<file path="src/rtl/lstm_seq_ctrl_if.sv">
// Control/status bundle between the LSTM array top level and its sequencer.
// Latency: wires only.
// Backpressure: none; the sequencer has no ready path, requests are sampled per cycle.
interface lstm_seq_ctrl_if #(
  parameter int WIDTH = 32
);
  logic             i_start;
  logic             i_abort;
  logic             i_upd;
  logic [WIDTH-1:0] o_addr;
  logic             o_shift_en;
  logic             o_commit;
  logic             o_h_valid;
  logic [WIDTH-1:0] o_step;
  logic             o_sel;
  logic             o_busy;
  logic             o_done;

  modport master (
    output i_start, i_abort, i_upd,
    input  o_addr, o_shift_en, o_commit, o_h_valid, o_step, o_sel, o_busy, o_done
  );

  modport slave (
    input  i_start, i_abort, i_upd,
    output o_addr, o_shift_en, o_commit, o_h_valid, o_step, o_sel, o_busy, o_done
  );
endinterface

</file>
<file path="src/rtl/lstm_seq_ctrl.sv">
// Sequencer for the LSTM forward array: input address, shift enable, state commit and weight select.
// Latency: first address 1 cycle after start; step s captures at start+P*(s+1), P = NUM+LSTM_LAT; run is NUM_ITERATIONS*P+1 cycles.
// Backpressure: none; a run free-runs once accepted and only i_abort or rst end it early.
module lstm_seq_ctrl #(
  parameter int WIDTH          = 32,
  parameter int NUM            = 69,
  parameter int NUM_ITERATIONS = 8,
  parameter int LSTM_LAT       = 4
) (
  input logic            clk,
  input logic            rst,
  lstm_seq_ctrl_if.slave bus
);

  typedef enum logic [2:0] {
    IDLE    = 3'd0,
    LOAD    = 3'd1,
    SETTLE  = 3'd2,
    CAPTURE = 3'd3,
    DONE    = 3'd4
  } state_t;

  // Terminal counts for the per-phase counters.
  localparam logic [WIDTH-1:0] ELEM_LAST = WIDTH'(NUM - 2);
  localparam logic [WIDTH-1:0] LAT_LAST  = WIDTH'(LSTM_LAT - 1);
  localparam logic [WIDTH-1:0] STEP_LAST = WIDTH'(NUM_ITERATIONS - 1);

  state_t           state, state_nxt;
  logic [WIDTH-1:0] addr_q, addr_nxt;
  logic [WIDTH-1:0] step_q, step_nxt;
  logic [WIDTH-1:0] elem_q, elem_nxt;
  logic [WIDTH-1:0] lat_q, lat_nxt;
  logic             sel_q, sel_nxt;
  logic             pend_q, pend_nxt;

  // State and counter registers; everything returns to zero on rst.
  always_ff @(posedge clk) begin
    if (rst) begin
      state  <= IDLE;
      addr_q <= '0;
      step_q <= '0;
      elem_q <= '0;
      lat_q  <= '0;
      sel_q  <= 1'b0;
      pend_q <= 1'b0;
    end else begin
      state  <= state_nxt;
      addr_q <= addr_nxt;
      step_q <= step_nxt;
      elem_q <= elem_nxt;
      lat_q  <= lat_nxt;
      sel_q  <= sel_nxt;
      pend_q <= pend_nxt;
    end
  end

  // Next-state, counter updates and weight-select hand-over.
  always_comb begin
    state_nxt = state;
    addr_nxt  = addr_q;
    step_nxt  = step_q;
    elem_nxt  = elem_q;
    lat_nxt   = lat_q;
    sel_nxt   = sel_q;
    pend_nxt  = pend_q;

    case (state)
      IDLE: begin
        if (bus.i_start && !bus.i_abort) begin
          state_nxt = LOAD;
        end
      end
      LOAD: begin
        // The address stays on the last element through SETTLE and CAPTURE.
        if (elem_q == ELEM_LAST) begin
          state_nxt = SETTLE;
          lat_nxt   = '0;
        end else begin
          elem_nxt = elem_q + 1'b1;
          addr_nxt = addr_q + 1'b1;
        end
      end
      SETTLE: begin
        if (lat_q == LAT_LAST) begin
          state_nxt = CAPTURE;
        end else begin
          lat_nxt = lat_q + 1'b1;
        end
      end
      CAPTURE: begin
        if (step_q == STEP_LAST) begin
          state_nxt = DONE;
        end else begin
          // Next step's base address is exactly one past the last element loaded.
          state_nxt = LOAD;
          step_nxt  = step_q + 1'b1;
          elem_nxt  = '0;
          addr_nxt  = addr_q + 1'b1;
        end
      end
      DONE: begin
        state_nxt = IDLE;
        step_nxt  = '0;
        addr_nxt  = '0;
        elem_nxt  = '0;
      end
      default: begin
        state_nxt = IDLE;
      end
    endcase

    // Abort from any busy state drops straight to IDLE with counters cleared.
    if (state != IDLE && bus.i_abort) begin
      state_nxt = IDLE;
      step_nxt  = '0;
      elem_nxt  = '0;
      addr_nxt  = '0;
      lat_nxt   = '0;
    end

    // Swap weight source only on an IDLE boundary so a run never sees it change.
    if (pend_q && (state == IDLE || state_nxt == IDLE)) begin
      sel_nxt  = 1'b1;
      pend_nxt = 1'b0;
    end
    if (bus.i_upd) begin
      pend_nxt = 1'b1;
    end
  end

  // Strobes decoded from the registered state; abort masks the end-of-step and end-of-run pulses.
  always_comb begin
    bus.o_addr     = addr_q;
    bus.o_step     = step_q;
    bus.o_sel      = sel_q;
    bus.o_shift_en = (state == LOAD);
    bus.o_busy     = (state != IDLE);
    bus.o_commit   = (state == CAPTURE) && !bus.i_abort;
    bus.o_h_valid  = (state == CAPTURE) && !bus.i_abort;
    bus.o_done     = (state == DONE) && !bus.i_abort;
  end

endmodule

</file>
<file path="src/flat_wrapper.sv">
// flat-port wrapper written by rule: the top's interface ports become plain ports
module lstm_seq_ctrl_flat 
#(
  parameter int WIDTH          = 32,
  parameter int NUM            = 69,
  parameter int NUM_ITERATIONS = 8,
  parameter int LSTM_LAT       = 4
)
  (clk, rst, bus_i_start, bus_i_abort, bus_i_upd, bus_o_addr, bus_o_shift_en, bus_o_commit, bus_o_h_valid, bus_o_step, bus_o_sel, bus_o_busy, bus_o_done);
  lstm_seq_ctrl_if #(.WIDTH(WIDTH)) bus_i ();
  input logic clk;
  input logic rst;
  input wire logic [$bits(bus_i.i_start)-1:0] bus_i_start;
  input wire logic [$bits(bus_i.i_abort)-1:0] bus_i_abort;
  input wire logic [$bits(bus_i.i_upd)-1:0] bus_i_upd;
  output wire logic [$bits(bus_i.o_addr)-1:0] bus_o_addr;
  output wire logic [$bits(bus_i.o_shift_en)-1:0] bus_o_shift_en;
  output wire logic [$bits(bus_i.o_commit)-1:0] bus_o_commit;
  output wire logic [$bits(bus_i.o_h_valid)-1:0] bus_o_h_valid;
  output wire logic [$bits(bus_i.o_step)-1:0] bus_o_step;
  output wire logic [$bits(bus_i.o_sel)-1:0] bus_o_sel;
  output wire logic [$bits(bus_i.o_busy)-1:0] bus_o_busy;
  output wire logic [$bits(bus_i.o_done)-1:0] bus_o_done;
  assign bus_i.i_start = bus_i_start;
  assign bus_i.i_abort = bus_i_abort;
  assign bus_i.i_upd = bus_i_upd;
  assign bus_o_addr = bus_i.o_addr;
  assign bus_o_shift_en = bus_i.o_shift_en;
  assign bus_o_commit = bus_i.o_commit;
  assign bus_o_h_valid = bus_i.o_h_valid;
  assign bus_o_step = bus_i.o_step;
  assign bus_o_sel = bus_i.o_sel;
  assign bus_o_busy = bus_i.o_busy;
  assign bus_o_done = bus_i.o_done;
  lstm_seq_ctrl #(.WIDTH(WIDTH), .NUM(NUM), .NUM_ITERATIONS(NUM_ITERATIONS), .LSTM_LAT(LSTM_LAT)) u_core (.clk(clk), .rst(rst), .bus(bus_i));
endmodule
</file>
<file path="config.mk">
export PLATFORM = sky130hd
export DESIGN_NAME = lstm_seq_ctrl_flat
export DESIGN_NICKNAME = d
export VERILOG_FILES = /design/src/rtl/lstm_seq_ctrl_if.sv /design/src/rtl/lstm_seq_ctrl.sv /design/src/flat_wrapper.sv
export SDC_FILE = /design/constraint.sdc
export NUM_CORES = 1
export LEC_CHECK = 0
export CAP_MARGIN = 20
export CORE_UTILIZATION = 35
export CTS_CLUSTER_DIAMETER = 80
export DETAILED_ROUTE_END_ITERATION = 16
export PLACE_DENSITY = 0.65
export SYNTH_ARGS = -nofsm -noshare
export SYNTH_HDL_FRONTEND = slang
export SYNTH_SLANG_ARGS = --single-unit
</file>
<file path="constraint.sdc">
create_clock -name clk -period 3 [get_ports clk]
set_clock_uncertainty 0.05 [all_clocks]
set_input_delay 0.75 -clock clk [delete_from_list [all_inputs] [get_ports clk]]
set_output_delay 0.75 -clock clk [all_outputs]
set_load 0.03 [all_outputs]
</file>
* Yosys cells after proc, flatten, opt, wreduce, memory -nomap -nowiden
Index checks and enable logic that the tools add are counted.
** Storage, ports and cells
- Output and inout bits :: 70
- Flip-flop bits (word level) :: 133
- Bits of input ports :: 5
** Operators by class
- $add $sub $neg :: 4
- Reduce and logical (&&, ||, !) cells :: 18
- Eq/ne operators :: 11
- Multiplexer cells :: 19
** Operator list (count)
- $mux 32 :: 7
- $pmux 32 s3 :: 2
- $add 32x1->32 const B :: 4
- $pmux 32 s2 :: 2
- $eq 32x2->1 const B :: 1
- $eq 32x3->1 const B :: 1
- $eq 32x7->1 const B :: 1
- $mux 3 :: 5
- $pmux 3 s4 :: 1
- $eq 3x2->1 const B :: 2
- $logic_not 3->1 :: 2
- $ne 2x2->1 const B :: 3
- $reduce_and 3->1 :: 2
- $reduce_bool 2->1 :: 3
- $reduce_bool 3->1 :: 2
- $logic_and 1x1->1 :: 5
- $eq 3x1->1 const B :: 1
- $eq 3x3->1 const B :: 1
- $mux 1 :: 2
- $ne 2x1->1 const B :: 1
- $reduce_and 2->1 :: 1
- $reduce_or 2->1 :: 1
- $logic_not 1->1 :: 1
- $logic_or 1x1->1 :: 1

* Longest topological paths before layout
- Depth in word-level cells :: 10
- Depth in mapped cells :: 10

* Worst setup path before layout
OpenSTA, ideal clock, no wires.
- Path kind :: register to register
- Start point :: register u_core.step_q[0] (netlist: u_core.bus.o_step[0])
- End point :: register u_core.addr_q[3] (netlist: u_core.bus.o_addr[3])
- Setup slack :: 470 ps
- Arrival :: 2409 ps
- Setup time :: 70 ps
- Data required time :: 2880 ps
- Period minus slack after synthesis :: 2530 ps
- Buffers on the path :: 3
- Cell stages (with the launch flop) :: 11
- Path through :: dfxtp_1 -> ha_1 -> nor4bb_1 -> nand4_1 -> or3_1 -> clkbuf_1 -> o21ai_1 -> buf_2 -> buf_2 -> o21ai_0 -> a21oi_1
** Between the ends
- Longest elaborated chain between the ends :: 3
** RTL lines
- start: declaration :: RTL line lstm_seq_ctrl.sv:30 : logic [WIDTH-1:0] step_q, step_nxt;
- start signal: assignment :: RTL line lstm_seq_ctrl.sv:49 : step_q <= step_nxt;
- $eq 32x3->1 :: RTL line lstm_seq_ctrl.sv:91 : if (step_q == STEP_LAST) begin
- $ne 2x2->1 (no line)
- $reduce_and 3->1 (no line)
- end signal: assignment :: RTL line lstm_seq_ctrl.sv:48 : addr_q <= addr_nxt;
- end: declaration :: RTL line lstm_seq_ctrl.sv:29 : logic [WIDTH-1:0] addr_q, addr_nxt;
No other way between the ends.
A chain may end at the register's enable or synchronous reset.

* Final worst setup path
- Start point :: register u_core.state[1]
- End point :: output port bus_o_busy
** Between the ends
- Longest elaborated chain between the ends :: 1
** RTL lines
- start: declaration :: RTL line lstm_seq_ctrl.sv:28 : state_t state, state_nxt;
- start signal: assignment :: RTL line lstm_seq_ctrl.sv:47 : state <= state_nxt;
- $reduce_bool 3->1 :: RTL line lstm_seq_ctrl.sv:137 : bus.o_busy = (state != IDLE);
- end: declaration :: RTL line flat_wrapper.sv:22 : output wire logic [$bits(bus_i.o_busy)-1:0] bus_o_busy;
No other way between the ends.

==> metrics.md <==
| Metric | Value |
|---|---|
| Sw Ratio | 22.68% |
| CTS tree | done |
| Post-synth cell types | 66 |
| Initial core utilization | 35.93% |
| Post-layout net count | 916 |
| FMAX | 0.3571 GHz |
| Post-DR wirelength/cell | 15.25 µm |
| Hold WS | 0.4040 ns |
| Maximum vdd drop | 0.0003218 V |
| Fin crit period | 2.800 ns |
| Grt total ovfl | 0 |
| Final Slew Violations | 0 |
| Worst Path Max Fanout | 10 |
| Status | finished, final reports clean |
| Ys flop type | dfxtp_1 |
| Min-delay worst type | reg2reg |
| Cts bufs inserted | 17 |
| Clk network pwr share | 53.8% |
| Largest net degree at the start of global routing | 37 |
| Unrepaired setup endpoints after global routing | no |
| Hold_buf cts | 0 |
| Post-synth EDFFs | 0 |
| Post-Syn Area | 6765 µm² |
| Initial DRC count | 466 |
| Routed Antenna Nets | 0 |
| Max Buffers Root-to-Sink | 2 |
| Utilization after layout | 45.53% |
| Setup WS pre-CTS | 0.2557 ns |
| Slowest-stage cell, CP | clkdlybuf4s50_1 |
| CORE AREA | 18830 µm² |
| Reg power frac | 42.7% |
| Setup_tns | 0 ns |
| Sw power | 0.0009434 W |
| Final Hold Fails | 0 |
| Cell taking the most area after synthesis | dfxtp_1 |
| Routed vias | 6531 |
| CP Data Arrival Time | 2.00 ns |
| TritonCTS Sinks | 133 |
| Drt drc | 0 |
| Dpl hpwl | 12450 µm |
| Die width | 141.0 µm |
| DIE AREA | 19890 µm² |
| Final wirelength | 17990 µm |
| ANT cells | 0 |
| Max Cap Viol | 0 |
| Internal | 0.003216 W |
| CP startpoint kind | register |
| CP Capture Type | output pin |
| Port bufs | 74 |
| Reg clk slew, reported paths | 0.06 ns |
| Period utilization | 93.34% |
| Layout cells sized above 1 | 9.684% |
| CP Class | reg2out |
| Overall Global Routing Usage | 18.86% |
| Synth async-reset ratio | 0% |
| Crit-path max cell delay | 0.62 ns |
| LEAKAGE | 2.673 nW |
| Root buffer cell | clkbuf_16 |
| Drt via density | 5.539 |
| Io pins | 75 |
| Least-Margin Pin Slew | 0.6360 ns |
| Top cell type's share of synthesized area | 39.36% |
| Design Power | 0.004160 W |
| CP Launch Point | u_core.state[1]$_SDFF_PP0_ |
| Vias in the first global route | 5996 |
| Synth warn | 0 |
| Normalized max-slew margin | 57.53% |
| Fillers | 1846 |
| RD Place Congestion | 0.8150 |
| Area contributors post-synth | dfxtp_1 (39%), xnor2_1 (6.2%), nor2_1 (4.7%), a21oi_1 (4.2%), nand2_1 (3.6%) |
| Synth-to-layout area growth | 26.74% |
| Pwr dens | 485.1 nW/µm² |
| DIE HEIGHT | 141.0 µm |
| Syn_nets | 832 |
| First-pass GRT wire length | 30230 µm |
| Clk_lat worst skew | 0.42 ns |
| Critical path required time | 2.20 ns |
| Syn Inst Count | 823 |
| Comb pwr share | 3.5% |
| Flops & latches, synth | 133 |
| Hold Path Origin | u_core.bus.o_sel$_SDFFE_PP0P_ |
| PnR worst setup slack | 0.1997 ns |
| Avg Cell Area, Syn | 8.220 µm² |
| Total iterations of the first detailed-routing run | 5 |
| # rows | 50 |
| Reg2reg start | u_core.bus.o_step[0]$_SDFFE_PP0P_ |
| H-tree depth | 4 |
| # setup viols final | 0 |
| Worst-path cell chain | nor3_1 -> inv_1 -> clkdlybuf4s50_1 |
| Initial antenna violation count | 0 |
| Seq/Total Area, Yosys | 39.36% |
-- synthesized netlist by cell type, drive strengths merged, types with 2 or more instances --
cell / instances
a2111o: 2
a2111oi: 11
a211oi: 24
a21oi: 57
a31o: 3
a31oi: 4
a41o: 2
and2: 5
and3: 13
and4: 12
buf: 9
clkbuf: 34
dfxtp: 133
ha: 4
inv: 20
mux2i: 4
nand2: 64
nand2b: 6
nand3: 46
nand3b: 2
nand4: 27
nand4b: 3
nor2: 84
nor3: 23
nor3b: 3
nor4: 21
nor4b: 4
o2111ai: 5
o211ai: 8
o21a: 3
o21ai: 36
o31a: 3
o31ai: 20
or2: 4
or3: 34
or4: 17
xnor2: 48
xor2: 11
-- worst max-delay path: cells and delay by family (launching register included) --
kind,cells,cell delay [ns]
and+or+nand+nor,1,0.39
DFF,1,0.42
buffers and inverters,2,0.78
-- kinds of logic after synthesis --
kind of cell | share of synthesized area, %
AO/OA/AOI/OAI | 18.14
XOR/XNOR | 7.638
adder cells (fa/ha/maj) | 0.7398
buffers and inverters | 3.810
flip-flops | 39.36
multiplexers | 0.5918
AND/OR/NAND/NOR | 29.72
-- state kept, by name, indices dropped and copies added (netlist names) --
signal and flops:
u_core.bus.o_addr 32, u_core.bus.o_step 32, u_core.elem_q 32, u_core.lat_q 32, u_core.state 3, u_core.bus.o_sel 1
u_core.pend_q 1
-- area by class of cell --
class,instances,area (µm²),share of cell area [%]
Multi-Input combinational cell,626,3876,45.21
Sequential cell,133,2663,31.05
Timing Repair Buffer,108,1007,11.75
Clock buffer,17,425.4,4.961
Tap cell,260,325.3,3.794
Clock inverter,14,198.9,2.320
Inverter,21,78.83,0.9193
-- layout by cell type (no fill, tap or decap), drive strengths merged, types with 3 or more instances in the layout --
cell           synthesis  layout
nand2                 64      64
or3                   34      34
and2                   5       5
o21ai                 36      36
nor4                  21      21
nor2                  84      84
o31a                   3       3
or4                   17      17
buf                    9      37
a211oi                24      24
nor3b                  3       3
ha                     4       4
and4                  12      12
clkdlybuf4s50          0      70
bufinv                 0       4
a31o                   3       3
clkinv                 1       6
and3                  13      13
a31oi                  4       4
nand4                 27      27
dfxtp                133     133
xor2                  11      11
nor4b                  4       4
nand2b                 6       6
a21oi                 57      57
mux2i                  4       4
o2111ai                5       5
o21a                   3       3
nor3                  23      23
or2                    4       4
nand3                 46      46
o211ai                 8       8
nand4b                 3       3
inv                   20      24
o31ai                 20      20
xnor2                 48      48
a2111oi               11      11
clkbuf                34      17
-- routing by layer --
layer  global-route usage (%)  routed length [µm]
met5                        0                   0
met4                    5.721                 210
met3                    4.178                 894
met2                    29.88                8305
met1                    25.53                8575
-- path summary, 6_finish.rpt --
path / to / slack (ns) / depth (start not counted)
max: bus_o_busy / 0.20 / 3
min: u_core.bus.o_sel$_SDFFE_PP0P_ / 0.40 / 2
max reg2reg: u_core.bus.o_sel$_SDFFE_PP0P_ / 0.36 / 7
min reg2reg: u_core.bus.o_sel$_SDFFE_PP0P_ / 0.40 / 2
-- power by group through the flow --
stage | Sequential [W] | Combinational, W | Clock, W
floorplan | 0.00182 | 0.0000768 | 0
global placement | 0.00182 | 0.000142 | 0
detailed placement | 0.00182 | 0.000141 | 0
CTS | 0.00178 | 0.000142 | 0.00228
global route | 0.00178 | 0.000157 | 0.00236
finish | 0.00178 | 0.000144 | 0.00224
-- stage by stage --
stage | cell area (µm²) | cells
2_1_floorplan | 6765 | 823
3_3_place_gp | 7930 | 1147
3_5_place_dp | 7930 | 1147
4_1_cts | 8554 | 1178
5_1_grt | 8574 | 1179
6_report | 8574 | 1179
-- repair_timing --
item                       CTS  global route
setup endpoints to repair    0             6
gates resized for setup      0             3
hold endpoints to repair     0             0
setup buffers                0             0
Power figures use the tool's default switching activity.
